### config.mk
export PLATFORM = sky130hd
export DESIGN_NAME = gray_rd_arbiter_flat
export DESIGN_NICKNAME = d
export VERILOG_FILES = /design/src/rtl/gray_rd_if.sv /design/src/rtl/gray_rd_arbiter.sv /design/src/flat_wrapper.sv
export SDC_FILE = /design/constraint.sdc
export NUM_CORES = 1
export LEC_CHECK = 0
export ABC_AREA = 0
export BUFFER_PORTS_ARGS = -buffer_cell sky130_fd_sc_hd__buf_4
export CORE_MARGIN = 2
export CORE_UTILIZATION = 45
export CTS_CLUSTER_SIZE = 14
export DETAILED_ROUTE_END_ITERATION = 10
export PLACE_DENSITY = 0.88
export SYNTH_ARGS = -nofsm -noshare
export SYNTH_HDL_FRONTEND = slang
export SYNTH_SLANG_ARGS = --single-unit
### constraint.sdc
create_clock -name clk -period 2.4 [get_ports clk]
set_input_delay 0.24 -clock clk [delete_from_list [all_inputs] [get_ports clk]]
set_output_delay 0.24 -clock clk [all_outputs]
set_load 0.005 [all_outputs]
### src/rtl/gray_rd_if.sv
// Read-port bundle shared between the gray-image arbiter, its two requesters and the image memory.
// slave = arbiter side, master = requester/memory side.
interface gray_rd_if #(
    parameter int AW = 14,
    parameter int DW = 8
);
    logic          req0;
    logic [AW-1:0] addr0;
    logic          gnt0;
    logic          rvalid0;
    logic          req1;
    logic [AW-1:0] addr1;
    logic          gnt1;
    logic          rvalid1;
    logic [DW-1:0] rdata;
    logic [AW-1:0] gray_addr;
    logic          gray_req;
    logic          gray_ready;
    logic [DW-1:0] gray_data;
    logic [1:0]    owner;

    modport slave (
        input  req0, addr0, req1, addr1, gray_ready, gray_data,
        output gnt0, rvalid0, gnt1, rvalid1, rdata, gray_addr, gray_req, owner
    );

    modport master (
        output req0, addr0, req1, addr1, gray_ready, gray_data,
        input  gnt0, rvalid0, gnt1, rvalid1, rdata, gray_addr, gray_req, owner
    );
endinterface

### src/rtl/gray_rd_arbiter.sv
// Round-robin arbiter for the single gray-image read port: LBP window engine (port 0)
// and auxiliary reader (port 1), bursts of up to BURST beats per ownership.
//
//   state | meaning
//   IDLE  | no owner; arbitrate, no grants this cycle
//   OWN0  | port 0 owns the read port, beats granted while req0 & gray_ready
//   OWN1  | port 1 owns the read port, beats granted while req1 & gray_ready
module gray_rd_arbiter #(
    parameter int AW    = 14,
    parameter int DW    = 8,
    parameter int BURST = 9
) (
    input  logic       clk,
    input  logic       reset,
    gray_rd_if.slave   bus
);
    localparam int             BW        = (BURST > 1) ? $clog2(BURST) : 1;
    localparam logic [BW-1:0]  LAST_BEAT = BW'(BURST - 1);

    typedef enum logic [1:0] {
        IDLE = 2'b00,
        OWN0 = 2'b01,
        OWN1 = 2'b10
    } state_t;

    state_t        state_q, state_d;
    logic [BW-1:0] beat_cnt_q, beat_cnt_d;
    logic          last_q, last_d;
    logic [AW-1:0] gray_addr_q, gray_addr_d;
    logic          gray_req_q, gray_req_d;
    logic          rtag_q, rtag_d;
    logic          rvalid0_q, rvalid0_d;
    logic          rvalid1_q, rvalid1_d;

    logic          gnt0, gnt1;
    logic          own_req, other_req, own_gnt, leave;
    state_t        other_state;

    always_comb begin
        state_d     = state_q;
        beat_cnt_d  = beat_cnt_q;
        last_d      = last_q;
        gnt0        = 1'b0;
        gnt1        = 1'b0;
        own_req     = 1'b0;
        other_req   = 1'b0;
        own_gnt     = 1'b0;
        leave       = 1'b0;
        other_state = IDLE;

        case (state_q)
            IDLE: begin
                if (bus.gray_ready && (bus.req0 || bus.req1)) begin
                    // last_q names the previous owner; the other port wins a tie
                    if (bus.req0 && bus.req1) state_d = last_q ? OWN0 : OWN1;
                    else                      state_d = bus.req0 ? OWN0 : OWN1;
                    beat_cnt_d = '0;
                end
            end
            OWN0, OWN1: begin
                own_req     = (state_q == OWN0) ? bus.req0 : bus.req1;
                other_req   = (state_q == OWN0) ? bus.req1 : bus.req0;
                other_state = (state_q == OWN0) ? OWN1 : OWN0;
                own_gnt     = own_req && bus.gray_ready;
                leave       = bus.gray_ready && (!own_req || (own_gnt && beat_cnt_q == LAST_BEAT));
                gnt0        = own_gnt && (state_q == OWN0);
                gnt1        = own_gnt && (state_q == OWN1);
                if (own_gnt) beat_cnt_d = beat_cnt_q + BW'(1);
                if (leave) begin
                    last_d     = (state_q == OWN1);
                    beat_cnt_d = '0;
                    if (other_req)    state_d = other_state;
                    else if (own_req) state_d = state_q;
                    else              state_d = IDLE;
                end
            end
            default: state_d = IDLE;
        endcase

        gray_req_d  = gnt0 || gnt1;
        gray_addr_d = gnt0 ? bus.addr0 : (gnt1 ? bus.addr1 : gray_addr_q);
        // Tag rides with gray_req so returns are steered in exact grant order
        rtag_d      = gnt1;
        rvalid0_d   = gray_req_q && !rtag_q;
        rvalid1_d   = gray_req_q && rtag_q;
    end

    always_ff @(posedge clk or posedge reset) begin
        if (reset) begin
            state_q     <= IDLE;
            beat_cnt_q  <= '0;
            last_q      <= 1'b1;
            gray_addr_q <= '0;
            gray_req_q  <= 1'b0;
            rtag_q      <= 1'b0;
            rvalid0_q   <= 1'b0;
            rvalid1_q   <= 1'b0;
        end else begin
            state_q     <= state_d;
            beat_cnt_q  <= beat_cnt_d;
            last_q      <= last_d;
            gray_addr_q <= gray_addr_d;
            gray_req_q  <= gray_req_d;
            rtag_q      <= rtag_d;
            rvalid0_q   <= rvalid0_d;
            rvalid1_q   <= rvalid1_d;
        end
    end

    assign bus.gnt0      = gnt0;
    assign bus.gnt1      = gnt1;
    assign bus.rvalid0   = rvalid0_q;
    assign bus.rvalid1   = rvalid1_q;
    assign bus.rdata     = bus.gray_data;
    assign bus.gray_addr = gray_addr_q;
    assign bus.gray_req  = gray_req_q;
    assign bus.owner     = state_q;
endmodule

### src/flat_wrapper.sv
// flat-port wrapper written by rule: the top's interface ports become plain ports
module gray_rd_arbiter_flat 
#(
    parameter int AW    = 14,
    parameter int DW    = 8,
    parameter int BURST = 9
)
  (clk, reset, bus_req0, bus_addr0, bus_req1, bus_addr1, bus_gray_ready, bus_gray_data, bus_gnt0, bus_rvalid0, bus_gnt1, bus_rvalid1, bus_rdata, bus_gray_addr, bus_gray_req, bus_owner);
  gray_rd_if #(.AW(AW), .DW(DW)) bus_i ();
  input  logic clk;
  input  logic reset;
  input wire logic [$bits(bus_i.req0)-1:0] bus_req0;
  input wire logic [$bits(bus_i.addr0)-1:0] bus_addr0;
  input wire logic [$bits(bus_i.req1)-1:0] bus_req1;
  input wire logic [$bits(bus_i.addr1)-1:0] bus_addr1;
  input wire logic [$bits(bus_i.gray_ready)-1:0] bus_gray_ready;
  input wire logic [$bits(bus_i.gray_data)-1:0] bus_gray_data;
  output wire logic [$bits(bus_i.gnt0)-1:0] bus_gnt0;
  output wire logic [$bits(bus_i.rvalid0)-1:0] bus_rvalid0;
  output wire logic [$bits(bus_i.gnt1)-1:0] bus_gnt1;
  output wire logic [$bits(bus_i.rvalid1)-1:0] bus_rvalid1;
  output wire logic [$bits(bus_i.rdata)-1:0] bus_rdata;
  output wire logic [$bits(bus_i.gray_addr)-1:0] bus_gray_addr;
  output wire logic [$bits(bus_i.gray_req)-1:0] bus_gray_req;
  output wire logic [$bits(bus_i.owner)-1:0] bus_owner;
  assign bus_i.req0 = bus_req0;
  assign bus_i.addr0 = bus_addr0;
  assign bus_i.req1 = bus_req1;
  assign bus_i.addr1 = bus_addr1;
  assign bus_i.gray_ready = bus_gray_ready;
  assign bus_i.gray_data = bus_gray_data;
  assign bus_gnt0 = bus_i.gnt0;
  assign bus_rvalid0 = bus_i.rvalid0;
  assign bus_gnt1 = bus_i.gnt1;
  assign bus_rvalid1 = bus_i.rvalid1;
  assign bus_rdata = bus_i.rdata;
  assign bus_gray_addr = bus_i.gray_addr;
  assign bus_gray_req = bus_i.gray_req;
  assign bus_owner = bus_i.owner;
  gray_rd_arbiter #(.AW(AW), .DW(DW), .BURST(BURST)) u_core (.clk(clk), .reset(reset), .bus(bus_i));
endmodule
==> results of run 1 <==
[layer usage]
metal	global-route usage (%)	up-vias	routed length (µm)
li1	-	548	-
met1	20.7	521	1150
met2	29.8	31	1550
met3	2.60	6	93
met4	7.94	0	73
met5	0	-	0
[cell families after synthesis]
kind of cell	count (synthesis)	synth area share [%]
flip-flops	25	44.4
adder cells (fa/ha/maj)	6	5.32
multiplexers	20	14.8
buffers and inverters	20	9.84
AO/OA/AOI/OAI	26	11.3
AND/OR/NAND/NOR	38	14.3
[worst max path at each step]
stage | slack, ns | from | endpoint | cells after the start
after floorplan | 0.53 | u_core.bus.owner[0] | u_core.beat_cnt_q[2] | 6
after global placement | 0.48 | u_core.bus.owner[0] | u_core.beat_cnt_q[2] | 6
after detailed placement | 0.43 | u_core.bus.owner[0] | u_core.beat_cnt_q[2] | 6
after CTS | 0.19 | u_core.bus.owner[1] | bus_gnt0 | 5
after global routing | 0.01 | u_core.bus.owner[1] | bus_gnt0 | 5
final | 0.21 | u_core.bus.owner[1] | bus_gnt0 | 5
[critical path, delay by kind of cell (launching register included)]
family                     cells  cell delay [ns]
and+or+nand+nor                1             0.17
adders and majority gates      1             0.41
buffers and inverters          3             0.60
DFF                            1             0.44
[cell usage in the layout, fill, tap and decap left out]
cell        instances
mux2_4              1
o211ai_2            1
a22o_1              2
or2_2               1
or3b_2              1
nand2b_1            4
buf_4              55
nand3_1             1
dfrtp_1            24
nand3b_1            1
nand4_1             1
mux2i_1            16
a21oi_1             3
clkbuf_4            3
o21bai_1            1
nand4b_1            2
o21ai_0             8
ha_1                6
and4_4              1
dfstp_2             1
inv_1               7
o21ai_1             8
a221o_1             1
and2b_1             1
o2111ai_1           1
nor2_1              3
nor2b_1             3
a31o_2              1
mux2_2              3
clkinvlp_4          1
and2_1              2
nand2_1            17
[power by group]
part / internal [W] / switching (W) / total, W / leakage [nW]
registers: 0.000580 / 0.0000969 / 0.000677 / 0.321
clock network: 0.0000638 / 0.000136 / 0.000200 / 0.0139
logic: 0.000463 / 0.000370 / 0.000833 / 0.523
total: 0.00111 / 0.000603 / 0.00171 / 0.859
[cell usage after synthesis (all sizes together), types with 2 or more instances]
cell type   n
a21oi       3
o21ai      16
a22o        2
and2        2
nor2        3
ha          6
mux2        4
inv         7
mux2i      16
nand2      17
nor2b       3
nand4b      2
dfrtp      24
buf        11
clkbuf      2
nand2b      4
[sequential cells by signal, indices dropped and copies added, names as in the netlist]
register / cells
u_core.bus.gray_req: 1
u_core.bus.gray_addr: 14
u_core.bus.rvalid0: 1
u_core.beat_cnt_q: 4
u_core.rtag_q: 1
u_core.bus.rvalid1: 1
u_core.bus.owner: 2
u_core.last_q: 1
[stage by stage]
step,setup WS (ns),area (µm²),cells,hold slack [ns],util (%)
finish,0.209,1800,225,0.0916,59.3
global route,0.0120,1800,225,0.0899,59.3
CTS,0.186,1800,225,0.0908,59.3
detailed placement,0.431,1770,221,0.417,58.3
global placement,0.480,1770,221,0.401,58.3
floorplan,0.533,1410,135,0.267,-
[final cells by class]
cell class / count / share of cell area, %
Multi-Input combinational cell: 90 / 35.9
Clock inverter: 1 / 0.418
Timing Repair Buffer: 55 / 23.0
Sequential cell: 25 / 34.9
Inverter: 7 / 1.46
Tap cell: 44 / 3.06
Clock buffer: 3 / 1.25
==> impl_metrics.csv, run 1 <==
group,metric,value,unit
critical_path,slowest_delay,0.44,ns
critical_path,cp-start-kind,"register",
yosys,ys_warn_count,0,
floorplan,start_util,46.6,%
floorplan,rows,20,
detailed_routing,detail_route.wl_per_cell,12.7,µm
pwr,p_leak,0.859,nW
yosys,ys_seq_elements,25,
pwr,total_power,0.00171,W
floorplan,chipWidth,60.0,µm
critical_path,worstPathRequired,2.16,ns
yosys,synth_area_per_cell,10.5,µm²
critical_path,critical_path.most_common_cell,"inv_1",
yosys,syn-cell-area,1410,µm²
clocking,cts_buffers,3,
clocking,cts-htree-levels,1,
clocking,clkSinkCount,25,
global_route,grt_max_degree,26,
finish,ff_latch_area,627,µm²
yosys,synth_nets,182,
critical_path,r2r_end,"u_core.bus.owner[1]",
global_route,grt_use_total,17.2,%
timing,fmax,0.456,GHz
critical_path,arrival,1.95,ns
floorplan,core-area,3030,µm²
detailed_routing,vias,1106,
finish,multi_input_area,646,µm²
detailed_routing,drt_iter0_markers,37,
timing,finalCritPeriodShare,91.3,%
yosys,syn_inst,135,
place,port_buffers,53,
clocking,post_cts_buffers,0,
global_route,grt_pass1_wl,4.66,mm
yosys,async_flop_share,100,%
timing,drv_slew,0,
global_route,antenna_found_initial,0,
clocking,cts-resized-gates,0,
timing,relSlewSlack,39.4,%
yosys,yosys-top-cells-area,"dfrtp_1 43%, mux2i_1 11%, ha_1 5.3%",
place,place.gp.congestion,0.840,
detailed_routing,via_per_inst,4.92,
finish,nNetsFinal,229,
critical_path,slowest_stage,"dfrtp_1",
clocking,cts.reportedPaths.clkPinSlew,0.15,ns
detailed_routing,drc,0,
global_route,grt-ovfl-total,0,
pwr,power_density,951,nW/µm²
detailed_routing,finalWirelength,2.87,mm
floorplan,fp.dieH,60.0,µm
detailed_routing,firstDrtPassIters,4,
clocking,worstSkewPairLatency,0.33,ns
yosys,synth_edf_count,0,
timing,finalSetupViolations,0,
timing,grt_setup_unrepaired,"false",
outcome,outcome,"complete, no violations",
yosys,synth_top_area_share,42.6,%
pwr,ir_drop,0.358,mV
yosys,ys.flop_type,"dfrtp_1",
clocking,cts_buffer_depth,2,
timing,fin_worst_skew,0.00386,ns
critical_path,crit_type,"register to primary output",
critical_path,reg2reg_depth,6,
critical_path,worstSetupEndpointType,"primary output",
yosys,synth.distinct_cells,33,
critical_path,r2r_start,"u_core.bus.owner[1]",
yosys,yosysSeqAreaShare,44.4,%
floorplan,dieArea,3600,µm²
detailed_routing,final_antenna_net_count,0,
clocking,cts_tree,"done",
clocking,root_buffer,"clkbuf_4",
timing,fin_crit,2.19,ns
critical_path,path_cells,"inv_1 > ha_1 > nand4_1 > inv_1 > buf_4",
finish,area.growth.synth_to_final,27.3,%
min_path,hold_path.class,"input pin to async pin",
critical_path,regToRegSetupSlack,0.38,ns
timing,tightest_slew,0.907,ns
job,maxCapViolations,0,
clocking,cts_hold_buf,0,
finish,fill_cells,290,
global_route,grt_pass1_vias,1092,
yosys,yosysTopAreaCell,"dfrtp_1",
timing,finalHoldViolCount,0,
place,dp_hpwl,2.23,mm
critical_path,path_max_fanout,13,
finish,drive_gt1_share,38.1,%
finish,num_antenna_cells,0,
floorplan,io_pins,70,
timing,tns,0,ns
(Power assumes the default switching activity.)
==> inputs of run 2 (changes only) <==
--- a/config.mk
+++ b/config.mk
@@ -8,10 +8,11 @@
 export ABC_AREA = 0
 export BUFFER_PORTS_ARGS = -buffer_cell sky130_fd_sc_hd__buf_4
 export CORE_MARGIN = 2
-export CORE_UTILIZATION = 45
+export CORE_UTILIZATION = 47
+export CTS_BUF_LIST = sky130_fd_sc_hd__clkbuf_4
 export CTS_CLUSTER_SIZE = 14
 export DETAILED_ROUTE_END_ITERATION = 10
-export PLACE_DENSITY = 0.88
+export PLACE_DENSITY = 0.91
 export SYNTH_ARGS = -nofsm -noshare
 export SYNTH_HDL_FRONTEND = slang
 export SYNTH_SLANG_ARGS = --single-unit
==> constraint.sdc (replaced) <==
create_clock -name clk -period 2.4 [get_ports clk]
set_input_delay 0.24 -clock clk [delete_from_list [all_inputs] [get_ports clk]]
set_output_delay 0.24 -clock clk [all_outputs]
set_load 0.1 [all_outputs]
==> impl_metrics.csv, run 2 (synthesized netlist as in run 1, its figures left out) <==
group,metric,value,unit
timing,relSlewSlack,66.2,%
timing,drv_slew,0,
global_route,grt_max_degree,29,
finish,fin_util,64.1,%
clocking,worstSkewPairLatency,0.34,ns
timing,fin_crit,2.31,ns
finish,largest_register_ffs,14,
global_route,grt-ovfl-total,0,
floorplan,core-area,2810,µm²
finish,num_antenna_cells,0,
detailed_routing,via_per_inst,5.38,
detailed_routing,final_antenna_net_count,0,
floorplan,rows,19,
global_route,grt_pass1_vias,1160,
timing,fmax,0.433,GHz
clocking,post_cts_buffers,0,
critical_path,critPathBufInv,2,
critical_path,arrival,2.07,ns
finish,area.growth.synth_to_final,27.3,%
critical_path,cp-start-kind,"register",
critical_path,worstSetupEndpointType,"primary output",
place,place.gp.congestion,0.807,
floorplan,dieArea,3460,µm²
detailed_routing,drc,3,
outcome,outcome,"finished with violations",
place,dp_hpwl,2.52,mm
timing,finalHoldViolCount,0,
global_route,antenna_found_initial,0,
floorplan,chipWidth,58.8,µm
clocking,cts_buffer_depth,2,
pwr,p_leak,0.860,nW
timing,whs,0.0838,ns
timing,tightest_slew,0.506,ns
detailed_routing,detail_route.wl_per_cell,15.1,µm
floorplan,start_util,50.3,%
clocking,cts-htree-levels,1,
place,post-place-ws,0.431,ns
detailed_routing,firstDrtPassIters,7,
critical_path,worstPathRequired,2.16,ns
timing,finalCritPeriodShare,96.1,%
clocking,cts.reportedPaths.clkPinSlew,0.16,ns
detailed_routing,drt_iter0_markers,43,
pwr,power_density,1520,nW/µm²
finish,nNetsFinal,230,
timing,grt_setup_unrepaired,"false",
finish,final_common_cell,"buf_4",
critical_path,cp_top_family,"flip-flops",
timing,fin_worst_skew,0.0130,ns
place,port_buffers,53,
critical_path,crit_type,"register to primary output",
min_path,hold_path.class,"input pin to register",
critical_path,path_max_fanout,17,
pwr,ir_drop,0.820,mV
finish,drive_gt1_share,39.0,%
global_route,grt_pass1_wl,5.13,mm
timing,finalSetupViolations,0,
finish,fill_cells,219,
finish,layout_common_cells,"54 x buf_4, 22 x dfrtp_1, 17 x nand2_1",
outcome,violations,"DRC",
clocking,clkSinkCount,25,
critical_path,slowest_delay,0.46,ns
job,maxCapViolations,0,
floorplan,io_pins,70,
critical_path,slowest_stage,"dfrtp_2",
clocking,root_buffer,"clkbuf_4",
detailed_routing,vias,1146,
detailed_routing,finalWirelength,3.22,mm
clocking,cts_buffers,3,
timing,layout_setup_ws,0.0928,ns
global_route,grt_use_total,19.5,%
critical_path,regToRegSetupSlack,0.41,ns
floorplan,fp.dieH,58.8,µm
timing,tns,0,ns
clocking,cts_tree,"done",
critical_path,path_cells,"inv_1 > ha_1 > mux2_4 > and4_4 > buf_6",
run 2: stage by stage:
step | std cells | total power [W] | area, µm²
floorplan | 135 | 0.00220 | 1420
global placement | 208 | 0.00247 | 1750
detailed placement | 208 | 0.00254 | 1750
CTS | 213 | 0.00274 | 1790
global route | 213 | 0.00286 | 1800
finish | 213 | 0.00273 | 1800
run 2: tightest hold or removal path: stages:
cell	delay, ns
buf_4	0.08
nand2_1	0.03
o21ai_0	0.05
run 2: worst paths after layout:
kind                                           end                 from  depth (start not counted)
min in group asynchronous  u_core.bus.gray_addr[8]                reset                          3
max in group asynchronous            u_core.last_q                reset                          4
setup reg to reg              u_core.beat_cnt_q[2]  u_core.bus.owner[0]                          6
hold reg to reg                 u_core.bus.rvalid0        u_core.rtag_q                          1
hold / removal             u_core.bus.gray_addr[0]         bus_addr0[0]                          3
setup / recovery                          bus_gnt1  u_core.bus.owner[1]                          5
run 2: report_power, final:
part	switching [W]	internal [W]	total [W]	leakage (nW)
Sequential	0.000106	0.000583	0.000689	0.319
Clock	0.000143	0.0000640	0.000207	0.0139
Combinational	0.00136	0.000479	0.00184	0.528
run 2: timing repair:
action	CTS	global route
setup endpoints to repair	0	1
hold buffers	1	0
gates resized for setup	0	1
endpoints found under the hold margin	12	0
run 2: metal layers:
metal	global-route usage, %	wire length (µm)	vias to the layer above
met2	33.3	1740	44
met4	10.7	86	0
met3	4.84	178	9
met5	0	0	-
met1	22.0	1210	542
li1	-	-	551
run 2: final cells by class:
cell class              instances  area, µm²  share of cell area, %
flip-flops and latches         25        629                   35.0
repair buffers                 56        427                   23.7
inverters                       7       26.3                   1.46
clock buffers                   3       22.5                   1.25
multi-input cells              90        646                   35.9
clock inverters                 1       7.51                  0.418
well taps                      31       38.8                   2.16
==> inputs of run 3 (changes only) <==
--- a/config.mk
+++ b/config.mk
@@ -12,6 +12,7 @@
 export CTS_BUF_LIST = sky130_fd_sc_hd__clkbuf_4
 export CTS_CLUSTER_SIZE = 14
 export DETAILED_ROUTE_END_ITERATION = 10
+export HOLD_SLACK_MARGIN = 0.08
 export PLACE_DENSITY = 0.91
 export SYNTH_ARGS = -nofsm -noshare
 export SYNTH_HDL_FRONTEND = slang
==> constraint.sdc (replaced) <==
create_clock -name clk -period 2.4 [get_ports clk]
set_input_delay 0.12 -clock clk [delete_from_list [all_inputs] [get_ports clk]]
set_output_delay 0.12 -clock clk [all_outputs]
set_load 0.1 [all_outputs]
==> impl_metrics.csv, run 3 (synthesized netlist as in run 1, its figures left out) <==
group,metric,value,unit
floorplan,fp.dieH,58.8,µm
pwr,total_power,0.00282,W
clocking,cts_buffers,3,
finish,final_common_cell,"buf_4",
detailed_routing,drt_iter0_markers,78,
global_route,grt_pass1_wl,5.75,mm
detailed_routing,finalWirelength,4.01,mm
floorplan,core-area,2810,µm²
detailed_routing,vias,1296,
outcome,violations,"DRC",
global_route,grt_max_degree,26,
critical_path,crit_type,"register to register",
finish,fill_cells,188,
floorplan,rows,19,
timing,tightest_slew,0.932,ns
timing,fin_worst_skew,0.0190,ns
finish,fin_util,73.2,%
critical_path,slowest_delay,0.59,ns
timing,drv_slew,0,
timing,finalSetupViolations,0,
clocking,cts_buffer_depth,2,
place,dp_hpwl,2.38,mm
place,port_buffers,53,
place,place.gp.congestion,0.863,
floorplan,io_pins,70,
critical_path,path_cells,"inv_1 > ha_1 > mux2_4 > and4_4 > mux2i_1 > o21ai_1 > dlygate4sd3_1",
min_path,hold_path.class,"input pin to register",
pwr,power_density,1370,nW/µm²
floorplan,start_util,50.3,%
timing,finalHoldViolCount,0,
job,maxCapViolations,0,
critical_path,cp_top_family,"buffers and inverters",
timing,relSlewSlack,37.8,%
detailed_routing,detail_route.wl_per_cell,16.6,µm
critical_path,critPathBufInv,2,
global_route,grt-ovfl-total,0,
critical_path,cp-startpoint,"u_core.bus.owner[1]",
clocking,cts.reportedPaths.clkPinSlew,0.15,ns
critical_path,cp-start-kind,"register",
detailed_routing,via_per_inst,5.38,
pwr,p_leak,0.973,nW
critical_path,slowest_stage,"dlygate4sd3_1",
critical_path,arrival,2.51,ns
clocking,cts_tree,"done",
critical_path,path_max_fanout,10,
finish,drive_gt1_share,37.3,%
global_route,antenna_found_initial,1,
timing,grt_setup_unrepaired,"false",
detailed_routing,drc,3,
clocking,cts-htree-levels,1,
finish,layout_common_cells,"61 x buf_4, 22 x dlygate4sd3_1, 22 x dfrtp_1",
finish,nNetsFinal,257,
timing,tns,0,ns
outcome,outcome,"finished with violations",
timing,fmax,0.438,GHz
detailed_routing,firstDrtPassIters,7,
finish,largest_register_ffs,14,
critical_path,r2r_start,"u_core.bus.owner[1]",
detailed_routing,final_antenna_net_count,0,
timing,finalCritPeriodShare,95.0,%
finish,area.growth.synth_to_final,45.6,%
critical_path,worstPathRequired,2.63,ns
global_route,grt_use_total,22.5,%
pwr,ir_drop,0.970,mV
clocking,worstSkewPairLatency,0.33,ns
clocking,root_buffer,"clkbuf_4",
critical_path,worstSetupEndpointType,"register",
global_route,grt_pass1_vias,1262,
min_path,holdCritStartpoint,"bus_addr1[1]",
clocking,clkSinkCount,25,
floorplan,chipWidth,58.8,µm
floorplan,dieArea,3460,µm²
timing,fin_crit,2.28,ns
run 3: cell count changes in the layout (fill, tap and decap cells not counted), sizes merged:
cell,previous run,this run
diode,0,1
clkinvlp,1,2
inv,7,6
dlygate4sd3,1,22
buf,55,61
run 3: final cells by class:
class	instances	area, µm²	share of cell area, %
Multi-Input combinational cell	90	646	31.4
Clock buffer	3	22.5	1.10
Tap cell	31	38.8	1.89
Timing Repair Buffer	83	678	33.0
Antenna cell	1	2.50	0.122
Clock inverter	1	7.51	0.365
Inverter	7	30.0	1.46
Sequential cell	25	629	30.6
run 3: through the flow:
step	setup slack (ns)	hold slack, ns	instances	cell area [µm²]
3_3_place_gp	0.521	0.241	207	1750
6_report	0.119	0.0877	241	2050
3_5_place_dp	0.445	0.241	207	1750
4_1_cts	0.0348	0.0909	233	2000
2_1_floorplan	0.134	0.146	135	1420
5_1_grt	0.0246	0.107	241	2050
run 3: path summary, 6_finish.rpt:
| path | endpoint | slack [ns] | cells past startpoint |
|---|---|---|---|
| setup / recovery | u_core.bus.gray_addr[7] | 0.12 | 7 |
| hold / removal | u_core.bus.gray_addr[1] | 0.09 | 3 |
| setup reg to reg | u_core.bus.gray_addr[7] | 0.12 | 7 |
| hold reg to reg | u_core.bus.rvalid0 | 0.45 | 1 |
| max in group asynchronous | u_core.bus.owner[0] | 1.25 | 3 |
| min in group asynchronous | u_core.bus.gray_addr[4] | 0.53 | 3 |
run 3: repair_timing:
item,in CTS,in global routing
hold endpoints to repair,38,0
gates resized for setup,0,1
setup endpoints to repair,0,3
setup buffers,0,7
hold buffers,22,0
run 3: tightest hold or removal path, delay by kind of cell:
| kind | cells | cell delay, ns |
|---|---|---|
| buf+inv | 1 | 0.08 |
| mux | 1 | 0.05 |
| compound gates | 1 | 0.15 |
run 3: power breakdown:
part	switching [W]	total, W	leakage, nW	internal [W]
logic	0.00139	0.00192	0.640	0.000535
clock network	0.000133	0.000197	0.0140	0.0000639
registers	0.000118	0.000701	0.319	0.000583
total	0.00164	0.00282	0.973	0.00118
run 3: per-layer routing:
layer	up-vias	wire length, µm	global-route usage (%)
met5	-	0	0
li1	603	-	-
met3	12	224	6.81
met4	0	162	12.3
met2	53	2280	42.2
met1	628	1340	21.3
